$ cat config.mk
export PLATFORM = sky130hd
export DESIGN_NAME = nfmac10g_tx_arb
export DESIGN_NICKNAME = d
export VERILOG_FILES = /design/src/rtl/nfmac10g_tx_arb.sv
export SDC_FILE = /design/constraint.sdc
export NUM_CORES = 1
export LEC_CHECK = 0
export ABC_AREA = 1
export CAP_MARGIN = 30
export CORE_MARGIN = 2
export CORE_UTILIZATION = 40
export DETAILED_ROUTE_END_ITERATION = 10
export PLACE_DENSITY = 0.78
export REMOVE_ABC_BUFFERS = 1
export SKIP_CTS_REPAIR_TIMING = 1
export SLEW_MARGIN = 10
export SYNTH_ARGS = -nofsm -noshare
export SYNTH_HDL_FRONTEND = slang
export SYNTH_SLANG_ARGS = --single-unit
$ cat constraint.sdc
create_clock -name clk -period 1.9 [get_ports clk]
set_clock_uncertainty 0.2 [all_clocks]
set_input_delay 0.57 -clock clk [delete_from_list [all_inputs] [get_ports clk]]
set_output_delay 0.57 -clock clk [all_outputs]
set_load 0.03 [all_outputs]
$ cat src/rtl/nfmac10g_tx_arb.sv
// rtl/nfmac10g_tx_arb.sv - two-source packet-granular round-robin arbiter for the MAC Tx stream
module nfmac10g_tx_arb #(
    parameter int DATA_W = 64,
    parameter int CNT_W  = 32
) (
    input  logic                clk,
    input  logic                tx_axis_aresetn,

    input  logic [DATA_W-1:0]   s0_axis_tdata,
    input  logic [DATA_W/8-1:0] s0_axis_tkeep,
    input  logic                s0_axis_tvalid,
    output logic                s0_axis_tready,
    input  logic                s0_axis_tlast,
    input  logic                s0_axis_tuser,

    input  logic [DATA_W-1:0]   s1_axis_tdata,
    input  logic [DATA_W/8-1:0] s1_axis_tkeep,
    input  logic                s1_axis_tvalid,
    output logic                s1_axis_tready,
    input  logic                s1_axis_tlast,
    input  logic                s1_axis_tuser,

    output logic [DATA_W-1:0]   m_axis_tdata,
    output logic [DATA_W/8-1:0] m_axis_tkeep,
    output logic                m_axis_tvalid,
    input  logic                m_axis_tready,
    output logic                m_axis_tlast,
    output logic                m_axis_tuser,

    output logic                busy,
    output logic                cur_src,
    output logic [CNT_W-1:0]    s0_pkts,
    output logic [CNT_W-1:0]    s1_pkts,
    output logic [CNT_W-1:0]    s0_aborts,
    output logic [CNT_W-1:0]    s1_aborts
);

    typedef enum logic {
        IDLE = 1'b0,
        XFER = 1'b1
    } state_t;

    state_t state, state_nxt;
    logic   cur_src_nxt;

    logic [DATA_W-1:0]   sel_tdata;
    logic [DATA_W/8-1:0] sel_tkeep;
    logic                sel_tvalid;
    logic                sel_tlast;
    logic                sel_tuser;
    logic                frame_done;

    // Mux of the locked source; only reaches m_axis while in XFER.
    assign sel_tdata  = cur_src ? s1_axis_tdata  : s0_axis_tdata;
    assign sel_tkeep  = cur_src ? s1_axis_tkeep  : s0_axis_tkeep;
    assign sel_tvalid = cur_src ? s1_axis_tvalid : s0_axis_tvalid;
    assign sel_tlast  = cur_src ? s1_axis_tlast  : s0_axis_tlast;
    assign sel_tuser  = cur_src ? s1_axis_tuser  : s0_axis_tuser;

    assign frame_done = (state == XFER) && sel_tvalid && m_axis_tready && sel_tlast;
    assign busy       = (state == XFER);

    always_ff @(posedge clk or negedge tx_axis_aresetn) begin
        if (!tx_axis_aresetn) begin
            state   <= IDLE;
            cur_src <= 1'b1;
        end else begin
            state   <= state_nxt;
            cur_src <= cur_src_nxt;
        end
    end

    always_comb begin
        state_nxt      = state;
        cur_src_nxt    = cur_src;
        m_axis_tdata   = '0;
        m_axis_tkeep   = '0;
        m_axis_tvalid  = 1'b0;
        m_axis_tlast   = 1'b0;
        m_axis_tuser   = 1'b0;
        s0_axis_tready = 1'b0;
        s1_axis_tready = 1'b0;
        case (state)
            IDLE: begin
                // Arbitration cycle: no beat moves, the winner is latched for the whole frame.
                if (s0_axis_tvalid && s1_axis_tvalid) begin
                    cur_src_nxt = ~cur_src;
                    state_nxt   = XFER;
                end else if (s0_axis_tvalid) begin
                    cur_src_nxt = 1'b0;
                    state_nxt   = XFER;
                end else if (s1_axis_tvalid) begin
                    cur_src_nxt = 1'b1;
                    state_nxt   = XFER;
                end
            end
            XFER: begin
                m_axis_tdata  = sel_tdata;
                m_axis_tkeep  = sel_tkeep;
                m_axis_tvalid = sel_tvalid;
                m_axis_tlast  = sel_tlast;
                m_axis_tuser  = sel_tuser;
                if (cur_src) begin
                    s1_axis_tready = m_axis_tready;
                end else begin
                    s0_axis_tready = m_axis_tready;
                end
                if (frame_done) begin
                    state_nxt = IDLE;
                end
            end
            default: begin
                state_nxt = IDLE;
            end
        endcase
    end

    always_ff @(posedge clk or negedge tx_axis_aresetn) begin
        if (!tx_axis_aresetn) begin
            s0_pkts   <= '0;
            s1_pkts   <= '0;
            s0_aborts <= '0;
            s1_aborts <= '0;
        end else if (frame_done) begin
            if (cur_src) begin
                s1_pkts <= s1_pkts + CNT_W'(1);
                if (sel_tuser) begin
                    s1_aborts <= s1_aborts + CNT_W'(1);
                end
            end else begin
                s0_pkts <= s0_pkts + CNT_W'(1);
                if (sel_tuser) begin
                    s0_aborts <= s0_aborts + CNT_W'(1);
                end
            end
        end
    end

endmodule

Yosys cells after proc, flatten, opt, wreduce, memory -nomap -nowiden
Cells that the tools add are included.
W data, S select, Z words.
{"block": "op_classes", "n_addsub": 4, "muxes": 22, "n_bitwise": 2, "n_reduce_logical": 10}
{"operator": "$add A32 B1 Y32 const B", "n": 4}
{"operator": "$mux W64", "n": 2}
{"operator": "$mux W1", "n": 17}
{"operator": "$mux W8", "n": 2}
{"operator": "$reduce_and A2 Y1", "n": 3}
{"operator": "$reduce_and A3 Y1", "n": 2}
{"operator": "$logic_and A1 B1 Y1", "n": 4}
{"operator": "$reduce_bool A3 Y1", "n": 1}
{"operator": "$not A1 Y1", "n": 2}
{"operator": "$pmux W1 S2", "n": 1}
{"block": "totals", "register_bits": 130, "output_inout_bits": 207, "elab_cells": 44}

Logic depth before layout (Yosys ltp)
Gate-level depths: netlist of the first run.
{"block": "depth", "depth_word": 6, "depth_mapped": 12}

Least setup slack after synthesis of the first run
No wires, ideal clock.
{"block": "synth_path", "path_kind": "register to output", "start": "reg cur_src", "end": "out s1_axis_tready", "arrival_ns": 1.921, "required_ns": 1.130, "setup_slack_ns": -0.791, "stages_incl_launch_ff": 6, "n_path_buf": 3, "cell_sequence": "dfstp_2 > buf_6 > inv_4 > clkbuf_1 > clkbuf_1 > nor3_1"}
{"block": "synth_via", "elab_chain_cells": 2}
{"element": "from (decl)", "line": "31", "source": "output logic cur_src,"}
{"element": "from (signal assigned)", "line": "69", "source": "cur_src <= cur_src_nxt;"}
{"element": "$mux W1", "line": "103", "source": "if (cur_src) begin"}
{"element": "$mux W1", "line": "83", "source": "case (state)"}
{"element": "to (decl)", "line": "19", "source": "output logic s1_axis_tready,"}
Every way passes these cells.

Worst setup path in the final report of the first run
{"block": "layout_path", "start": "reg cur_src", "end": "out m_axis_tkeep[6]"}
{"block": "layout_via", "elab_chain_cells": 2}
{"element": "$mux W8", "line": "55", "source": "assign sel_tkeep = cur_src ? s1_axis_tkeep : s0_axis_tkeep;"}
{"element": "$mux W8", "line": "83"}
{"element": "to (decl)", "line": "24", "source": "output logic [DATA_W/8-1:0] m_axis_tkeep,"}
Every way passes these cells.

==> results.sh, run 1 <==
export IMPL_outcome="finished, violations left"
export IMPL_violations="setup timing"
export IMPL_ys_ff_latch=130
export IMPL_slew_viol_final=0
export IMPL_path_clk_slew_ps=60
export IMPL_final_common_cell="nand2_1"
export IMPL_crit_buf_inv=5
export IMPL_finalHoldViolations=0
export IMPL_p_sw_mw=7.506
export IMPL_grt_pass1_wl_um=55030
export IMPL_start_util_pct=40.32
export IMPL_required_ps=1130
export IMPL_ioPinCount=360
export IMPL_num_rows=54
export IMPL_period_needed_ps=2713
export IMPL_fillerInstances=1685
export IMPL_syn_inst=1363
export IMPL_drive_gt1_share_pct=26.38
export IMPL_crit_path_frequent_cell="buf_12"
export IMPL_min_path_type="flop to flop"
export IMPL_core_area_mm2=0.02162
export IMPL_yosysSeqAreaShare_pct=37.33
export IMPL_drtPass1Iterations=7
export IMPL_wl_per_cell_um=18.26
export IMPL_combPwrFrac_pct=60.0
export IMPL_drc=0
export IMPL_cts_tree="yes"
export IMPL_io_buffers=359
export IMPL_worst_pin_slew_ps=449.4
export IMPL_setup_viol=298
export IMPL_cp_max_fo=8
export IMPL_htreeDepth=4
export IMPL_p_per_area_mw_per_mm2=1105
export IMPL_die_h_um=151.6
export IMPL_p_int_mw=9.929
export IMPL_chipWidth_um=151.6
export IMPL_max_freq_mhz=368.6
export IMPL_cts_sinks=130
export IMPL_setup_slack_ps=-813.1
export IMPL_relSlewSlack_pct=69.98
export IMPL_crit_chain="inv_6, buf_12, buf_8, nand2_1, a21oi_1, buf_4, buf_12"
export IMPL_grt_pass1_vias=10280
export IMPL_fin_tns_setup_ps=-150720
export IMPL_switching_share_pct=43.05
export IMPL_drtIter0Drc=782
export IMPL_final_nets=2062
export IMPL_area_growth_pct=81.01
export IMPL_vias_per_cell=5.168
export IMPL_cts_root_buf="clkbuf_16"
export IMPL_cap_violations=0
export IMPL_reg2reg_slack_ps=-670
export IMPL_p_leak_nw=7.335
export IMPL_antenna_found_initial=12
export IMPL_rsz0062_at_grt="true"
export IMPL_synth_area_mm2=0.008718
export IMPL_ir_drop_mv=1.172
export IMPL_slowest_stage="dfstp_4"
export IMPL_clock_latency_ps=430
export IMPL_finalPower_mw=17.43
export IMPL_pwr_share_seq_pct=18.7
export IMPL_dr_total_vias=11410
export IMPL_gr_usage_all_layers_pct=32.07
export IMPL_synth_distinct_cells=33
export IMPL_ys_warn_count=0
export IMPL_grt_max_degree=44
export IMPL_worstSetupPathType="flop to output pin"
export IMPL_grt_overflow=0
export IMPL_max_stage_delay_ps=680
export IMPL_layout_common_cells="542 x nand2_1, 229 x clkdlybuf4s50_1, 217 x buf_4, 157 x nor2_1, 129 x dfrtp_1"
export IMPL_place_congestion=1.006
export IMPL_finalWirelength_um=40310
export IMPL_dieArea_mm2=0.02299
export IMPL_syn_area_per_cell_um2=6.396
export IMPL_numCtsBuffers=17
export IMPL_postRouteAntennaNets=0
export IMPL_p_clk_share_pct=21.2
export IMPL_dp_hpwl_um=30980
export IMPL_cts_buffer_depth=2
export IMPL_crit_family="flip-flops"
export IMPL_cp_start_kind="flop"
export IMPL_fin_crit_sh_pct=142.8
export IMPL_crit_arrival_ps=1940
export IMPL_crit_path_end_kind="output pin"
stage by stage:
stage          std cells  util, %  worst slack (ps)  hold WS, ps  area, µm²
2_1_floorplan       1321        -             -1650        74.41       8501
3_3_place_gp        2145    64.64            -719.4        245.5      13970
3_5_place_dp        2145    64.64            -719.7        242.5      13970
4_1_cts             2177    67.66            -988.2       -213.9      14630
5_1_grt             2205    72.96            -891.9        319.3      15770
6_report            2208    72.99            -813.1        307.9      15780
routing by layer:
layer  wire length [µm]  vias to the layer above  GRT usage [%]
met3               4450                      139          11.59
met4               2090                        8          17.13
met2              19190                      600          51.88
met5                 38                        -              0
met1              14550                     5301          37.19
li1                   -                     5363              -
cell families (layout without fill, tap and decap cells):
logic type               after synthesis  after routing  synth area share, %
XOR/XNOR                              45             45                4.521
flip-flops                           130            130                37.33
adder cells (fa/ha/maj)                4              4               0.5741
AO/OA/AOI/OAI                         95             95                5.497
AND/OR/NAND/NOR                      917            918                43.96
other                                  0             10                    0
buffers and inverters                172            726                8.123
state kept, by name, indices dropped and copies added, names as in the netlist:
name       count
busy           1
s0_aborts     32
s1_aborts     32
s0_pkts       32
cur_src        1
s1_pkts       32
worst register-to-register path, stage by stage (launching register included):
cell and delay (ps):
dfstp_4 680, inv_6 70, buf_12 150, buf_4 140, nand2_4 60, nand2_4 70, buf_4 160, nor2_8 190
nand3_2 110, buf_12 170, buf_4 170, nor2_1 110, xor2_1 200
synth_stat cells (all sizes together):
| cell | instances | area, µm² |
|---|---|---|
| a21oi | 74 | 370.4 |
| a31oi | 1 | 6.260 |
| and2 | 2 | 12.51 |
| and3 | 3 | 18.77 |
| buf | 18 | 127.6 |
| clkbuf | 24 | 90.09 |
| dfrtp | 129 | 3228 |
| dfstp | 1 | 26.28 |
| ha | 4 | 50.05 |
| inv | 130 | 490.5 |
| nand2 | 577 | 2178 |
| nand3 | 89 | 460.4 |
| nand3b | 19 | 142.6 |
| nand4 | 27 | 168.9 |
| nor2 | 184 | 767.0 |
| nor3 | 14 | 70.07 |
| nor3b | 1 | 7.510 |
| nor4 | 1 | 6.260 |
| o21ai | 19 | 95.09 |
| o31ai | 1 | 7.510 |
| xnor2 | 6 | 52.55 |
| xor2 | 39 | 341.6 |
power by group through the flow:
stage                     Sequential (mW)  Combinational, mW  Clock [mW]
after floorplan                      3.92               3.24           0
after global placement               3.29               8.42           0
after detailed placement             3.30               8.48           0
after CTS                            3.26               8.53        3.73
after global routing                 3.30               10.9        3.86
final                                3.27               10.5        3.70
path summary, 6_finish.rpt:
check,from,endpoint,cells past startpoint
worst min-delay path,s1_aborts[31],s1_aborts[31],2
min in group asynchronous,tx_axis_aresetn,s0_aborts[12],2
worst max-delay path,cur_src,m_axis_tkeep[6],7
max in group asynchronous,tx_axis_aresetn,cur_src,3
worst max register to register,cur_src,s1_aborts[4],12
worst min register to register,s1_aborts[31],s1_aborts[31],2
cell type report:
| type | count | area (µm²) | area share [%] |
|---|---|---|---|
| flip-flops and latches | 130 | 3258 | 20.65 |
| clock buffers | 18 | 429.2 | 2.719 |
| well taps | 280 | 350.3 | 2.220 |
| repair buffers | 564 | 5663 | 35.88 |
| inverters | 130 | 505.5 | 3.203 |
| multi-input cells | 1062 | 5326 | 33.75 |
| diodes | 10 | 25.02 | 0.1586 |
| clock inverters | 14 | 224.0 | 1.419 |
(Power assumes the default switching activity.)
==> run 2: changes to the inputs <==
Settings changed: CTS_BUF_LIST set to sky130_fd_sc_hd__clkbuf_16.
==> run 2 against run 1 <==
Net effect: the run still ends with setup timing left; die area unchanged; critical path depth stayed put; wire length hardly changed; power about the same; sequential share of layout area unchanged; utilization did not move; hold slack is essentially flat; sequential power about the same; critical path type unchanged; highest routed layer unchanged.
==> results.sh, run 2 (synthesis results as in run 1) <==
export IMPL_core_area_mm2=0.02162
export IMPL_num_rows=54
export IMPL_place_congestion=1.006
export IMPL_max_stage_delay_ps=680
export IMPL_postRouteAntennaNets=0
export IMPL_required_ps=1130
export IMPL_drtPass1Iterations=6
export IMPL_drtIter0Drc=785
export IMPL_rsz0062_at_grt="true"
export IMPL_htreeDepth=4
export IMPL_antenna_found_initial=12
export IMPL_fillerInstances=1685
export IMPL_slowest_stage="dfstp_4"
export IMPL_vias_per_cell=5.165
export IMPL_grt_max_degree=44
export IMPL_design_area_mm2=0.01578
export IMPL_finalWirelength_um=40350
export IMPL_setup_slack_ps=-810.6
export IMPL_dp_hpwl_um=30980
export IMPL_ir_drop_mv=1.172
export IMPL_dr_total_vias=11400
export IMPL_p_per_area_mw_per_mm2=1105
export IMPL_cts_sinks=130
export IMPL_violations="setup timing"
export IMPL_drc=0
export IMPL_crit_arrival_ps=1940
export IMPL_slew_viol_final=0
export IMPL_setup_viol=298
export IMPL_p_leak_nw=7.339
export IMPL_crit_buf_inv=5
export IMPL_max_freq_mhz=368.9
export IMPL_grt_pass1_wl_um=55030
export IMPL_min_path_type="flop to flop"
export IMPL_grt_overflow=0
export IMPL_finalPower_mw=17.43
export IMPL_cp_start_kind="flop"
export IMPL_chipWidth_um=151.6
export IMPL_outcome="finished, violations left"
export IMPL_io_buffers=359
export IMPL_crit_path_frequent_cell="buf_12"
export IMPL_cts_root_buf="clkbuf_16"
export IMPL_crit_family="flip-flops"
export IMPL_layout_common_cells="542 x nand2_1, 229 x clkdlybuf4s50_1, 217 x buf_4, 157 x nor2_1, 129 x dfrtp_1"
export IMPL_grt_pass1_vias=10280
export IMPL_clock_latency_ps=440
export IMPL_die_h_um=151.6
export IMPL_wl_per_cell_um=18.28
export IMPL_area_growth_pct=81.01
export IMPL_crit_path_end_kind="output pin"
export IMPL_crit_chain="inv_6, buf_12, buf_8, nand2_1, a21oi_1, buf_4, buf_12"
export IMPL_utilization_pct=72.99
export IMPL_final_common_cell="nand2_1"
export IMPL_start_util_pct=40.32
export IMPL_final_nets=2062
export IMPL_dieArea_mm2=0.02299
export IMPL_relSlewSlack_pct=70.23
export IMPL_ioPinCount=360
export IMPL_drive_gt1_share_pct=26.38
export IMPL_worst_pin_slew_ps=445.6
export IMPL_path_clk_slew_ps=60
export IMPL_period_needed_ps=2711
export IMPL_cap_violations=0
export IMPL_gr_usage_all_layers_pct=32.07
export IMPL_fin_crit_sh_pct=142.7
export IMPL_cts_buffer_depth=2
export IMPL_placed_area_mm2=0.01397
export IMPL_finalHoldViolations=0
export IMPL_cts_tree="yes"
export IMPL_worstSetupPathType="flop to output pin"
export IMPL_cp_max_fo=8
export IMPL_numCtsBuffers=17
## run 2: through the flow
stage                     worst slack, ps  std cells  hold slack (ps)  setup TNS, ps
final                              -810.6       2208            307.9        -150530
after floorplan                     -1650       1321            74.41        -258350
after global placement             -719.4       2145            245.5         -90630
after CTS                          -988.2       2177           -213.9        -126580
after detailed placement           -719.7       2145            242.5         -93870
after global routing               -891.9       2205            319.3        -170300
## run 2: final timing paths
path / start / endpoint / slack (ps) / depth (start not counted)
worst max-delay path: cur_src / m_axis_tkeep[6] / -810 / 7
worst min-delay path: s1_aborts[31] / s1_aborts[31] / 310 / 2
worst max register to register: cur_src / s1_aborts[4] / -680 / 12
worst min register to register: s1_aborts[31] / s1_aborts[31] / 310 / 2
max in group asynchronous: tx_axis_aresetn / cur_src / 580 / 3
min in group asynchronous: tx_axis_aresetn / s0_aborts[14] / 330 / 2
## run 2: power by group
| group | internal, mW | total [mW] | leakage [nW] | switching [mW] |
|---|---|---|---|---|
| Combinational | 4.57 | 10.5 | 5.25 | 5.90 |
| Sequential | 3.01 | 3.27 | 1.77 | 0.257 |
| Clock | 2.34 | 3.70 | 0.320 | 1.35 |
## run 2: area by class of cell
cell class	count	area, µm²	area share, %
Timing Repair Buffer	564	5663	35.88
Clock buffer	17	425.4	2.696
Antenna cell	10	25.02	0.1586
Tap cell	280	350.3	2.220
Clock inverter	15	227.7	1.443
Sequential cell	130	3258	20.65
Multi-Input combinational cell	1062	5326	33.75
Inverter	130	505.5	3.203
## run 2: layer usage
| metal | vias up | track usage, % | share of wire (%) |
|---|---|---|---|
| met4 | 8 | 17.13 | 5.1 |
| met3 | 133 | 11.59 | 11 |
| met5 | - | 0 | 0.094 |
| li1 | 5366 | - | - |
| met1 | 5301 | 37.19 | 36 |
| met2 | 596 | 51.88 | 48 |
## run 2: worst register-to-register path: stages, from the launching register on
cell and delay (ps):
dfstp_4 680, inv_6 70, buf_12 150, buf_4 140
nand2_4 60, nand2_4 70, buf_4 160, nor2_8 190
nand3_2 110, buf_12 170, buf_4 170, nor2_1 110
xor2_1 200
==> edit 1 (config.mk and constraints of run 1) <==
Set the parameter `DATA_W` to 96 (it was 64).
--- a/src/rtl/nfmac10g_tx_arb.sv
+++ b/src/rtl/nfmac10g_tx_arb.sv
@@ -2,3 +2,3 @@
 module nfmac10g_tx_arb #(
-    parameter int DATA_W = 64,
+    parameter int DATA_W = 96,
     parameter int CNT_W  = 32
Ports: changed (6 resized); port bits go from 360 to 468. The function was not compared with the original's and may differ.
==> edit 1 against run 1 <==
The run still ends with setup timing left. Cell count is 9.6% higher. Final area is 20% higher. Non-clock buffer count is 110 higher. Power is 33% higher. Die area is 5.2% higher. Area after synthesis is 5.4% higher. Combinational power is 58% higher. Via count is 19% higher. Routed wire length is 31% higher. Sequential cell count stayed put. Worst setup slack worse by 46 ps. Register-to-register slack better by 60 ps.
==> edit 1: results <==
export IMPL_critPathArrivalTime_ps=1990
export IMPL_design_area_um2=18900
export IMPL_port_buffer_count=467
export IMPL_routed_wl_um=52900
export IMPL_crit_type="register to primary output"
export IMPL_multi_input_area_share_pct=33.6
export IMPL_power_w=0.0232
export IMPL_fill_cells=1316
export IMPL_grt_pass1_vias=11800
export IMPL_synth_seq_area_share_pct=35.4
export IMPL_drive_gt1_share_pct=31.5
export IMPL_diodes=1
export IMPL_placed_cell_area_um2=16200
export IMPL_fin_setup_tns_ps=-168530
export IMPL_nMultiInputCombCells=1171
export IMPL_seqPwrFrac_pct=13.9
export IMPL_antenna_found_initial=1
export IMPL_n_all_inverters=128
export IMPL_tightestPinTransition_ps=490
export IMPL_violations="setup timing"
export IMPL_grt_usage_pct=37.4
export IMPL_ir_worst_vdd_mv=1.19
export IMPL_setup_viol=308
export IMPL_clock_latency_ps=440
export IMPL_switching_share_pct=45.7
export IMPL_drt_pass1_iterations=5
export IMPL_final_nonclk_buf_share_pct=41.4
export IMPL_layout_nets=2351
export IMPL_seq_cell_count=130
export IMPL_final_clk_cell_share_pct=3.07
export IMPL_setup_ws_ps=-859
export IMPL_gp_congestion=1.02
export IMPL_pre_cts_slack_ps=-716
export IMPL_leakagePower_nw=8.58
export IMPL_grt_pass1_wl_um=68400
export IMPL_cts_max_level=4
export IMPL_vias=13600
export IMPL_synth_commonest_cells="649 x nand2_1, 173 x nor2_1, 129 x dfrtp_1"
export IMPL_wire_per_inst_um=21.9
export IMPL_crit_path_max_fanout=7
export IMPL_status="complete, but fails checks"
export IMPL_syn_inst=1477
export IMPL_dp_hpwl_um=37200
export IMPL_comb_cell_power_w=0.0166
export IMPL_ys_top_cells_by_area="dfrtp_1 35%, nand2_1 27%, nor2_1 7.1%"
export IMPL_grt_start_max_net_pins=63
export IMPL_drtIter0Drc=1297
export IMPL_worstHoldPathType="register to register"
export IMPL_core_area_um2=22600
export IMPL_n_all_buffers=674
## edit 1: kinds of logic after synthesis
group / count (synthesis) / share of synthesized area (%)
simple gates: 993 / 44.9
flops: 130 / 35.4
buf+inv: 177 / 7.78
compound gates: 126 / 6.91
xor+xnor: 47 / 4.48
fa+ha+maj: 4 / 0.545
## edit 1: worst paths after layout
kind                                      start          endpoint  slack (ps)  depth (start not counted)
worst max-delay path                    cur_src  m_axis_tdata[37]        -860                          5
worst max register to register          cur_src       s0_pkts[20]        -610                         14
worst min register to register    s1_aborts[29]     s1_aborts[29]         310                          2
worst min-delay path              s1_aborts[29]     s1_aborts[29]         310                          2
min in group asynchronous       tx_axis_aresetn     s0_aborts[12]         430                          2
max in group asynchronous       tx_axis_aresetn       s0_pkts[15]         460                          3
## edit 1: metal layers
layer	up-vias	wire length, um	track usage [%]
li1	5940	-	-
met2	1012	24200	59.0
met5	-	0	0
met3	189	6190	8.47
met1	6417	19800	50.7
met4	0	2630	12.8
==> edit 2 (config.mk and constraints of run 1) <==
Made on the original files. Make the reset (`tx_axis_aresetn`) synchronous in 2 clocked blocks.
--- a/src/rtl/nfmac10g_tx_arb.sv
+++ b/src/rtl/nfmac10g_tx_arb.sv
@@ -62,3 +62,3 @@
 
-    always_ff @(posedge clk or negedge tx_axis_aresetn) begin
+    always_ff @(posedge clk) begin
         if (!tx_axis_aresetn) begin
@@ -117,3 +117,3 @@
 
-    always_ff @(posedge clk or negedge tx_axis_aresetn) begin
+    always_ff @(posedge clk) begin
         if (!tx_axis_aresetn) begin
Function: differs if tx_axis_aresetn is asserted again (counterexample within 4 cycles, from zero or initial values and one cycle with tx_axis_aresetn low); with tx_axis_aresetn held inactive, the same outputs for 4 cycles.
==> edit 2 against run 1 <==
The flow still finishes with violations (setup timing). Fmax up 12%. Non-clock buffer count rose by 26. Worst setup slack improved by 290 ps. Register-to-register slack improved by 400 ps. Routed wire length rose by 5.1%. Sequential cell count did not move. Critical path depth shrank 2. Die area is 6.3% lower. Cell count increased by 2.1%. Final area is 1.6% higher. Area after synthesis is 6.5% lower.
Power is not compared: it rests on default switching activity, and its combinational part moved more than twofold at a synthesized area within 25%.
==> edit 2: results <==
export IMPL_synth_compound_area_share_pct=10.5
export IMPL_setup_viol=191
export IMPL_status="complete, but fails checks"
export IMPL_dp_hpwl_um=29400
export IMPL_clk_pin_slew_ps=60
export IMPL_grt_start_max_net_pins=55
export IMPL_r2r_end="s1_pkts[15]"
export IMPL_port_buffer_count=359
export IMPL_synth_seq_area_share_pct=31.9
export IMPL_synth_flop_cell="dfxtp_1"
export IMPL_avgViaCountPerCell=5.31
export IMPL_ys_top_cells_by_area="dfxtp_1 32%, nand2_1 22%, nor2_1 12%"
export IMPL_placed_cell_area_um2=13600
export IMPL_synth_commonest_cells="474 x nand2_1, 261 x nor2_1, 148 x a21oi_1"
export IMPL_grt_pass1_wl_um=57500
export IMPL_muxShareOfSynthArea_pct=0
export IMPL_drt_pass1_iterations=6
export IMPL_wire_per_inst_um=18.8
export IMPL_crit_path_start="cur_src"
export IMPL_grt_usage_pct=33.8
export IMPL_ys_warn_count=0
export IMPL_maxSlewHeadroom_pct=61.8
export IMPL_critPathMaxStageDelay_ps=450
export IMPL_ys_types=32
export IMPL_synth_fa_ha_area_share_pct=0.614
export IMPL_drtIter0Drc=930
export IMPL_setup_worst_path_end="m_axis_tdata[42]"
export IMPL_drive_gt1_share_pct=29.3
export IMPL_critPathArrivalTime_ps=1650
export IMPL_synth_xor_area_share_pct=1.07
export IMPL_antenna_found_initial=3
export IMPL_ff2ff_setup_slack_ps=-270
export IMPL_async_flop_share_pct=0
export IMPL_cts_root_buf="clkbuf_16"
export IMPL_fin_setup_tns_ps=-48190
export IMPL_setup_ws_ps=-522
export IMPL_rr_worst_depth=12
export IMPL_grt_pass1_vias=10600
export IMPL_layout_nets=2129
export IMPL_gp_congestion=0.990
export IMPL_violations="setup timing"
export IMPL_pre_cts_slack_ps=-860
export IMPL_clock_latency_ps=430
export IMPL_diodes=0
export IMPL_cp_slowest_cell="dfxtp_4"
edit 2: cell count changes after synthesis, moves of 27 or more:
cell,before,now
a21oi_1,74,148
dfrtp_1,129,0
dfxtp_1,0,130
nand2_1,572,474
nand3_1,86,113
nor2_1,167,261
xor2_1,39,7
edit 2: report_power, final:
part           switching (W)  internal [W]
Combinational        0.00118       0.00106
Clock                0.00127       0.00231
Sequential         0.0000165       0.00273
Total                0.00246       0.00610
edit 2: kinds of logic after synthesis:
| group | count (synthesis) |
|---|---|
| compound gates | 169 |
| flops | 130 |
| buf+inv | 165 |
| simple gates | 934 |
| fa+ha+maj | 4 |
| xor+xnor | 10 |
edit 2: per-layer routing:
| layer | routed length, um | share of wire [%] | track usage, % | vias up |
|---|---|---|---|---|
| met5 | 33 | 0.078 | 0 | - |
| met4 | 1690 | 4.0 | 9.95 | 6 |
| met3 | 4010 | 9.5 | 7.48 | 125 |
| met2 | 20000 | 47 | 56.8 | 641 |
| met1 | 16700 | 39 | 43.6 | 5559 |
| li1 | - | - | - | 5648 |
edit 2: how the worst min path moves through the flow:
stage	from	slack, ps	to
floorplan	s0_pkts[2]	400	s0_pkts[2]
finish	s0_pkts[31]	330	s0_pkts[31]
global placement	s1_pkts[3]	280	s1_pkts[3]
detailed placement	s1_pkts[3]	290	s1_pkts[3]
CTS	s1_pkts[3]	310	s1_pkts[3]
global route	s1_aborts[31]	360	s1_aborts[31]
edit 2: cell type report:
cell class	instances	area, um^2
multi-input combinational	1118	5780
sequential	130	2610
clock inverter	9	151
fill	1371	4070
timing repair buffer	590	6230
inverter	115	444
tap	270	338
clock buffer	23	479
edit 2: metrics by stage:
step                      power (W)  std cells
after floorplan             0.00348       1362
after global placement      0.00451       2186
after detailed placement    0.00452       2186
after CTS                   0.00805       2218
after global routing        0.00878       2255
final                       0.00856       2255
edit 2: critical path, delay by kind of cell (launching register included):
kind	cells	cell delay, ps
buf+inv	3	520
flops	1	450
compound gates	1	170
simple gates	1	90
